===== src/rtl/stream_mux_arb.sv =====
// N-input valid/ready stream multiplexer with external-select or round-robin
// channel choice, packet locking and a single registered output stage.
module stream_mux_arb #(
  parameter int DATA_WIDTH = 32,
  parameter int NUM_INPUTS = 4,
  parameter int SEL_WIDTH  = 2,
  parameter int MODE       = 0
) (
  input  logic                             clk,
  input  logic                             rst_n,
  input  logic [NUM_INPUTS*DATA_WIDTH-1:0] in_data,
  input  logic [NUM_INPUTS-1:0]            in_valid,
  input  logic [NUM_INPUTS-1:0]            in_last,
  output logic [NUM_INPUTS-1:0]            in_ready,
  input  logic [SEL_WIDTH-1:0]             sel,
  output logic [DATA_WIDTH-1:0]            out_data,
  output logic                             out_last,
  output logic [SEL_WIDTH-1:0]             out_src,
  output logic                             out_valid,
  input  logic                             out_ready
);

  typedef enum logic {
    UNLOCKED = 1'b0,
    LOCKED   = 1'b1
  } lock_state_t;

  localparam logic [SEL_WIDTH-1:0] RR_RESET = SEL_WIDTH'(NUM_INPUTS - 1);

  lock_state_t           state_reg, state_next;
  logic [SEL_WIDTH-1:0]  lock_idx_reg, lock_idx_next;
  logic [SEL_WIDTH-1:0]  rr_ptr_reg, rr_ptr_next;

  logic [DATA_WIDTH-1:0] out_data_reg;
  logic                  out_last_reg;
  logic [SEL_WIDTH-1:0]  out_src_reg;
  logic                  out_valid_reg;

  logic                  load;
  logic                  accept;
  logic                  gnt_valid;
  logic [SEL_WIDTH-1:0]  gnt_idx;
  logic [DATA_WIDTH-1:0] gnt_data;
  logic                  gnt_last;

  assign load   = !out_valid_reg || out_ready;
  assign accept = rst_n && load && gnt_valid;

  // Out-of-range sel matches no channel in the loop, so it yields no grant.
  always_comb begin : grant_comb
    int cand;
    gnt_valid = 1'b0;
    gnt_idx   = '0;
    cand      = 0;
    if (state_reg == LOCKED) begin
      gnt_idx = lock_idx_reg;
      for (int i = 0; i < NUM_INPUTS; i++) begin
        if (lock_idx_reg == SEL_WIDTH'(i)) gnt_valid = in_valid[i];
      end
    end else if (MODE == 0) begin
      for (int i = 0; i < NUM_INPUTS; i++) begin
        if (sel == SEL_WIDTH'(i)) begin
          gnt_idx   = sel;
          gnt_valid = in_valid[i];
        end
      end
    end else begin
      // Walk distances from farthest to nearest so the nearest valid channel after rr_ptr wins.
      for (int d = NUM_INPUTS; d >= 1; d--) begin
        cand = int'(rr_ptr_reg) + d;
        if (cand >= NUM_INPUTS) cand = cand - NUM_INPUTS;
        for (int i = 0; i < NUM_INPUTS; i++) begin
          if (cand == i && in_valid[i]) begin
            gnt_valid = 1'b1;
            gnt_idx   = SEL_WIDTH'(i);
          end
        end
      end
    end
  end

  always_comb begin : beat_mux
    gnt_data = '0;
    gnt_last = 1'b0;
    for (int i = 0; i < NUM_INPUTS; i++) begin
      if (gnt_idx == SEL_WIDTH'(i)) begin
        gnt_data = in_data[i*DATA_WIDTH +: DATA_WIDTH];
        gnt_last = in_last[i];
      end
    end
  end

  generate
    for (genvar gi = 0; gi < NUM_INPUTS; gi++) begin : g_ready
      assign in_ready[gi] = accept && (gnt_idx == SEL_WIDTH'(gi));
    end
  endgenerate

  always_comb begin : lock_fsm_comb
    state_next    = state_reg;
    lock_idx_next = lock_idx_reg;
    rr_ptr_next   = rr_ptr_reg;
    if (accept) begin
      if (gnt_last) begin
        state_next  = UNLOCKED;
        rr_ptr_next = gnt_idx;
      end else begin
        state_next    = LOCKED;
        lock_idx_next = gnt_idx;
      end
    end
  end

  always_ff @(posedge clk) begin
    if (!rst_n) begin
      state_reg     <= UNLOCKED;
      lock_idx_reg  <= '0;
      rr_ptr_reg    <= RR_RESET;
      out_data_reg  <= '0;
      out_last_reg  <= 1'b0;
      out_src_reg   <= '0;
      out_valid_reg <= 1'b0;
    end else begin
      state_reg    <= state_next;
      lock_idx_reg <= lock_idx_next;
      rr_ptr_reg   <= rr_ptr_next;
      // Payload registers only move on an accepted beat; a drained slot keeps the last beat.
      if (load) begin
        if (accept) begin
          out_data_reg  <= gnt_data;
          out_last_reg  <= gnt_last;
          out_src_reg   <= gnt_idx;
          out_valid_reg <= 1'b1;
        end else begin
          out_valid_reg <= 1'b0;
        end
      end
    end
  end

  assign out_data  = out_data_reg;
  assign out_last  = out_last_reg;
  assign out_src   = out_src_reg;
  assign out_valid = out_valid_reg;

endmodule


===== config.mk =====
export PLATFORM = sky130hd
export DESIGN_NAME = stream_mux_arb
export DESIGN_NICKNAME = d
export VERILOG_FILES = /design/src/rtl/stream_mux_arb.sv
export SDC_FILE = /design/constraint.sdc
export NUM_CORES = 1
export LEC_CHECK = 0
export ABC_AREA = 1
export BUFFER_PORTS_ARGS = -buffer_cell sky130_fd_sc_hd__buf_4
export CAP_MARGIN = 10
export CORE_MARGIN = 2
export CORE_UTILIZATION = 35
export CTS_CLUSTER_SIZE = 28
export DETAILED_ROUTE_END_ITERATION = 16
export PLACE_DENSITY_LB_ADDON = 0.08
export RECOVER_POWER = 100
export SLEW_MARGIN = 25
export SYNTH_ARGS = -nofsm -noshare
export SYNTH_HDL_FRONTEND = slang
export SYNTH_SLANG_ARGS = --single-unit

===== constraint.sdc =====
create_clock -name clk -period 2 [get_ports clk]
set_input_delay 0.6 -clock clk [delete_from_list [all_inputs] [get_ports clk]]
set_output_delay 0.6 -clock clk [all_outputs]
set_load 0.02 [all_outputs]

# Yosys cells after proc, flatten, opt, wreduce, memory -nomap -nowiden
# Cells that the tools add are included.
# classes
eq_ne	9
mux	24
bitwise_logic	1
n_reduce_logical	13
# op_table
op	count
$mux W32	4
$mux W1	15
$eq A2 B2 Y1 const B	6
$mux W2	5
$eq A2 B1 Y1 const B	3
$logic_and A1 B1 Y1	6
$logic_not A2 Y1	3
$reduce_and A2 Y1	2
$logic_not A1 Y1	1
$logic_or A1 B1 Y1	1
$not A1 Y1	1
# totals
register_bits	39
out_inout_bits	40

# Longest topological paths before layout
# logic_depth
depth_word	13
depth_mapped	11
depth_no_buf	10

# Worst setup path after synthesis
# OpenSTA, ideal clock, no wires.
# synth_timing
kind	input -> output
from	in sel[1]
to	out in_ready[0]
arrival_time_ns	1.551
setup_slack_ns	-0.151
path_stages	8
n_path_buf	2
path_cell_list	inv_2 -> or2_0 -> nand2_1 -> nand3_1 -> nand3_1 -> buf_4 -> buf_4 -> nor2_1
# synth_between
elab_chain_len	8
word_cells_on_any_way	17
classes_between	eq/ne (3); mux (10); reduce/logical (4)
# synth_rtl
item	line	rtl
start: declaration	15	input logic [SEL_WIDTH-1:0] sel,
$logic_not A2 Y1	62	if (sel == SEL_WIDTH'(i)) begin
$mux W2 or $mux W1 (tied branches) (4 in a row)	62	
$mux W2 or $mux W1 (tied branches)	55	if (state_reg == LOCKED) begin
$logic_not A2 Y1 or $logic_and A1 B1 Y1 (tied branches)	95, 47	
$logic_and A1 B1 Y1 *	95	assign in_ready[gi] = accept && (gnt_idx == SEL_WIDTH'(gi));
end: declaration	14	output logic [NUM_INPUTS-1:0] in_ready,
# Mark *: on every way between the ends. The rest lies on a longest branch, timed or not.

# Worst setup path after layout
# layout_timing
from	in sel[0]
to	out in_ready[2]
# layout_between
elab_chain_len	8
word_cells_on_any_way	17
classes_between	eq/ne (4); mux (10); reduce/logical (3)
# layout_rtl
item	line
$logic_not A2 Y1	62
$mux W2 or $mux W1 (tied branches) (4 in a row)	62
$mux W2 or $mux W1 (tied branches)	55
$eq A2 B2 Y1 or $logic_and A1 B1 Y1 (tied branches)	95, 47
$logic_and A1 B1 Y1 *	95
# Marked as above.

==> reports/metrics.csv <==
stage;metric;value;unit
run_status;status;finished with violations;
run_status;failing checks;negative setup slack;
setup_path;Worst Path Buf+Inv;3;
sta;worst setup margin;-102.2;ps
clock_network;Longest Clk Path Bufs;2;
die;core region area;0.007137;sq mm
clock_network;CTS tree;built;
setup_path;CP Depth;9;
die;die area;0.007969;sq mm
sta;Final Hold Viols;0;
logic_synthesis;cell area after synthesis;0.002545;sq mm
setup_path;delay-heaviest family, CP;simple AND/OR/NAND/NOR gates;
logic_synthesis;Main synth FF type;dfxtp_1;
setup_path;crit path capture;in_ready[2];
die;Die H;89.27;um
setup_path;worst-path maximum fanout;4;
layout;Multi-input gate area;0.001555;sq mm
die;initial core utilization;35.66;%
global_routing;pin count of the biggest net entering global routing;30;
logic_synthesis;Mapped Cells;427;
global_routing;first-pass GRT wire length;13680;um
layout;max reg flops;32;
detailed_routing;DRT antenna net count;0;
logic_synthesis;post-synthesis net count;568;
setup_path;r2r setup slk;350;ps
logic_synthesis;synth top area cells;dfxtp_1, nand2_1, nor2_1, nand4_1, o21ai_1;
placement;Post-DP Area;0.004081;sq mm
logic_synthesis;cell taking the most area after synthesis;dfxtp_1;
logic_synthesis;synth warn;0;
clock_network;number of clock sinks;39;
layout;FF+latch area;789.5;sq um
sta;worst slew pin tran;509.2;ps
layout;synth-to-layout area growth;61.60;%
layout;ANT cells;0;
logic_synthesis;Post-synth ARST share;0;%
setup_path;R2R Path End;out_data[9];
detailed_routing;DRC viols;0;
placement;RePlAce Congestion;0.7732;
sta;RSZ-0062 raised after global routing;yes;
detailed_routing;Vias/cell;4.680;
sta;Slew Limit Fails;0;
setup_path;Setup crit end kind;output pin;
detailed_routing;Initial DRC Count;88;
logic_synthesis;Seq/Total Area, Yosys;30.68;%
clock_network;H-Tree Depth;2;
setup_path;Arrival @ worst endpoint;1500;ps
die;Row Count;31;
logic_synthesis;synth cell count leaders;nand2_1, nor2_1, dfxtp_1;
run;max-cap viol count;0;
clock_network;Worst-Skew Late Latency;290;ps
detailed_routing;DRT Wirelength;9138;um
logic_synthesis;syn avg cell area;5.960;sq um
pwr;leakage dissipation;2.056;nW
layout;Layout Nets;762;
sta;Final Cycle Share;105.1;%
clock_network;clock buffers created by TritonCTS;5;
layout;Layout fillers;775;
min_path;HP Class;reg -> reg;
sta;final setup violation count;4;
logic_synthesis;top-count cell post-synth;nand2_1;
setup_path;beginning of the critical path;sel[0];
die;Die Wd;89.27;um
setup_path;crit path cell chain;buf_4 -> nor2_2 -> nand2_1 -> nand3_2 -> inv_2 -> nor2_4 -> nand2_2 -> nor2_4 -> buf_6;
setup_path;cell mode on critical path;nor2_4;
logic_synthesis;post-synthesis register bit count;39;
global_routing;GRT overflow;0;
detailed_routing;wire per inst;12.67;um
clock_network;Clk pin slew, worst setup/hold paths;80;ps
global_routing;gr usage total;22.08;%
sta;Highest Clock Rate;475.7;MHz
setup_path;Crit-path slowest cell;nor2_4;
sta;Final min period;2102;ps
layout;Final Cell Area;0.004113;sq mm
sta;worst hold margin;471.1;ps
clock_network;Clock Tree Root;clkbuf_8;
setup_path;CP startpoint kind;primary input;
logic_synthesis;Synth top area share;30.68;%
detailed_routing;DRT Pass-1 Iters;4;
sta;Worst Skew;3.419;ps
global_routing;vias in the first global route;3070;
setup_path;Worst path max stage delay;140;ps
die;IO Pins;181;
detailed_routing;total number of vias;3374;
pwr;Peak VDD IR;256.0;uV
setup_path;Setup CP Type;in -> out;
setup_path;Worst EP required;1400;ps
logic_synthesis;Synth cell types;21;
setup_path;r2r worst-path depth;10;
pwr;PwrDens;610.3;mW/mm^2
placement;HPWL Detailed;6936;um
sta;Max transition margin;66.05;%
logic_synthesis;Post-synth EDFFs;0;
global_routing;antenna violations before repair;0;
placement;I/O Buffers;180;
setup_path;worst reg2reg startpoint;lock_idx_reg[0];
layout;layout cell share with drive strength beyond 1;34.57;%
-- worst min path at each step --
stage,startpoint,cells past startpoint,end,slack [ps]
2_1_floorplan,lock_idx_reg[1],2,lock_idx_reg[1],490
3_3_place_gp,out_src[1],2,out_src[1],460
3_5_place_dp,out_src[0],2,out_src[0],470
4_1_cts,out_src[0],2,out_src[0],480
5_1_grt,out_src[1],2,out_src[1],500
6_report,out_src[0],2,out_src[0],470
-- layout make-up --
class                      instances  area share (%)
tap                               99           3.012
multi-input combinational        340           37.82
clock inverter                     1          0.1217
sequential                        39           19.20
timing repair buffer             210           35.59
inverter                          25           2.403
clock buffer                       7           1.856
-- report_power, final --
part	switching, W	internal, W
clock network	0.000283	0.000245
registers	0.0000506	0.000865
logic	0.000601	0.000465
-- cell usage in the layout (no fill, tap or decap), types with 3 or more instances in the layout --
master	count
o21ai_0	7
dfxtp_1	36
nand2_1	160
nand2_2	11
inv_2	3
buf_4	168
nand3_1	15
clkbuf_8	5
a21oi_1	4
nor2_1	78
nand2_4	3
clkbuf_1	38
nor2_4	6
o21ai_1	20
inv_1	20
nand4_1	27
-- routing by layer --
layer,share of wire (%),vias to the layer above,global-route usage [%]
li1,-,1731,-
met1,40,1488,23.79
met2,49,136,41.41
met3,8.7,19,5.725
met4,2.4,0,7.598
met5,0,-,0
-- cells by family after synthesis --
logic type	count (synthesis)	synth area share, %
simple gates	308	52.21
buf+inv	48	10.82
compound gates	32	6.293
flops	39	30.68
-- through the flow --
step                      total power (W)  worst slack, ps  util (%)  TNS [ps]  cells
after floorplan                  0.001558            7.436         -         0    427
after global placement           0.002032           -149.5     57.19    -483.2    707
after detailed placement         0.002046           -187.2     57.19    -582.7    707
after CTS                        0.002589           -85.77     59.17    -322.8    719
after global routing             0.002682           -173.5     57.63    -581.7    721
final                            0.002510           -102.2     57.63    -316.9    721
-- worst reg2reg max path: cells and delay by family (launching register included) --
kind          cells  cell delay (ps)
flops             1              370
simple gates      8              660
buf+inv           2              500
-- timing repair --
item	in CTS	in global routing
pin swaps	6	2
hold buffers	0	0
endpoints found under the setup margin	4	4
buffers inserted	4	2
gates resized for setup	11	6
(Power assumes the default switching activity.)
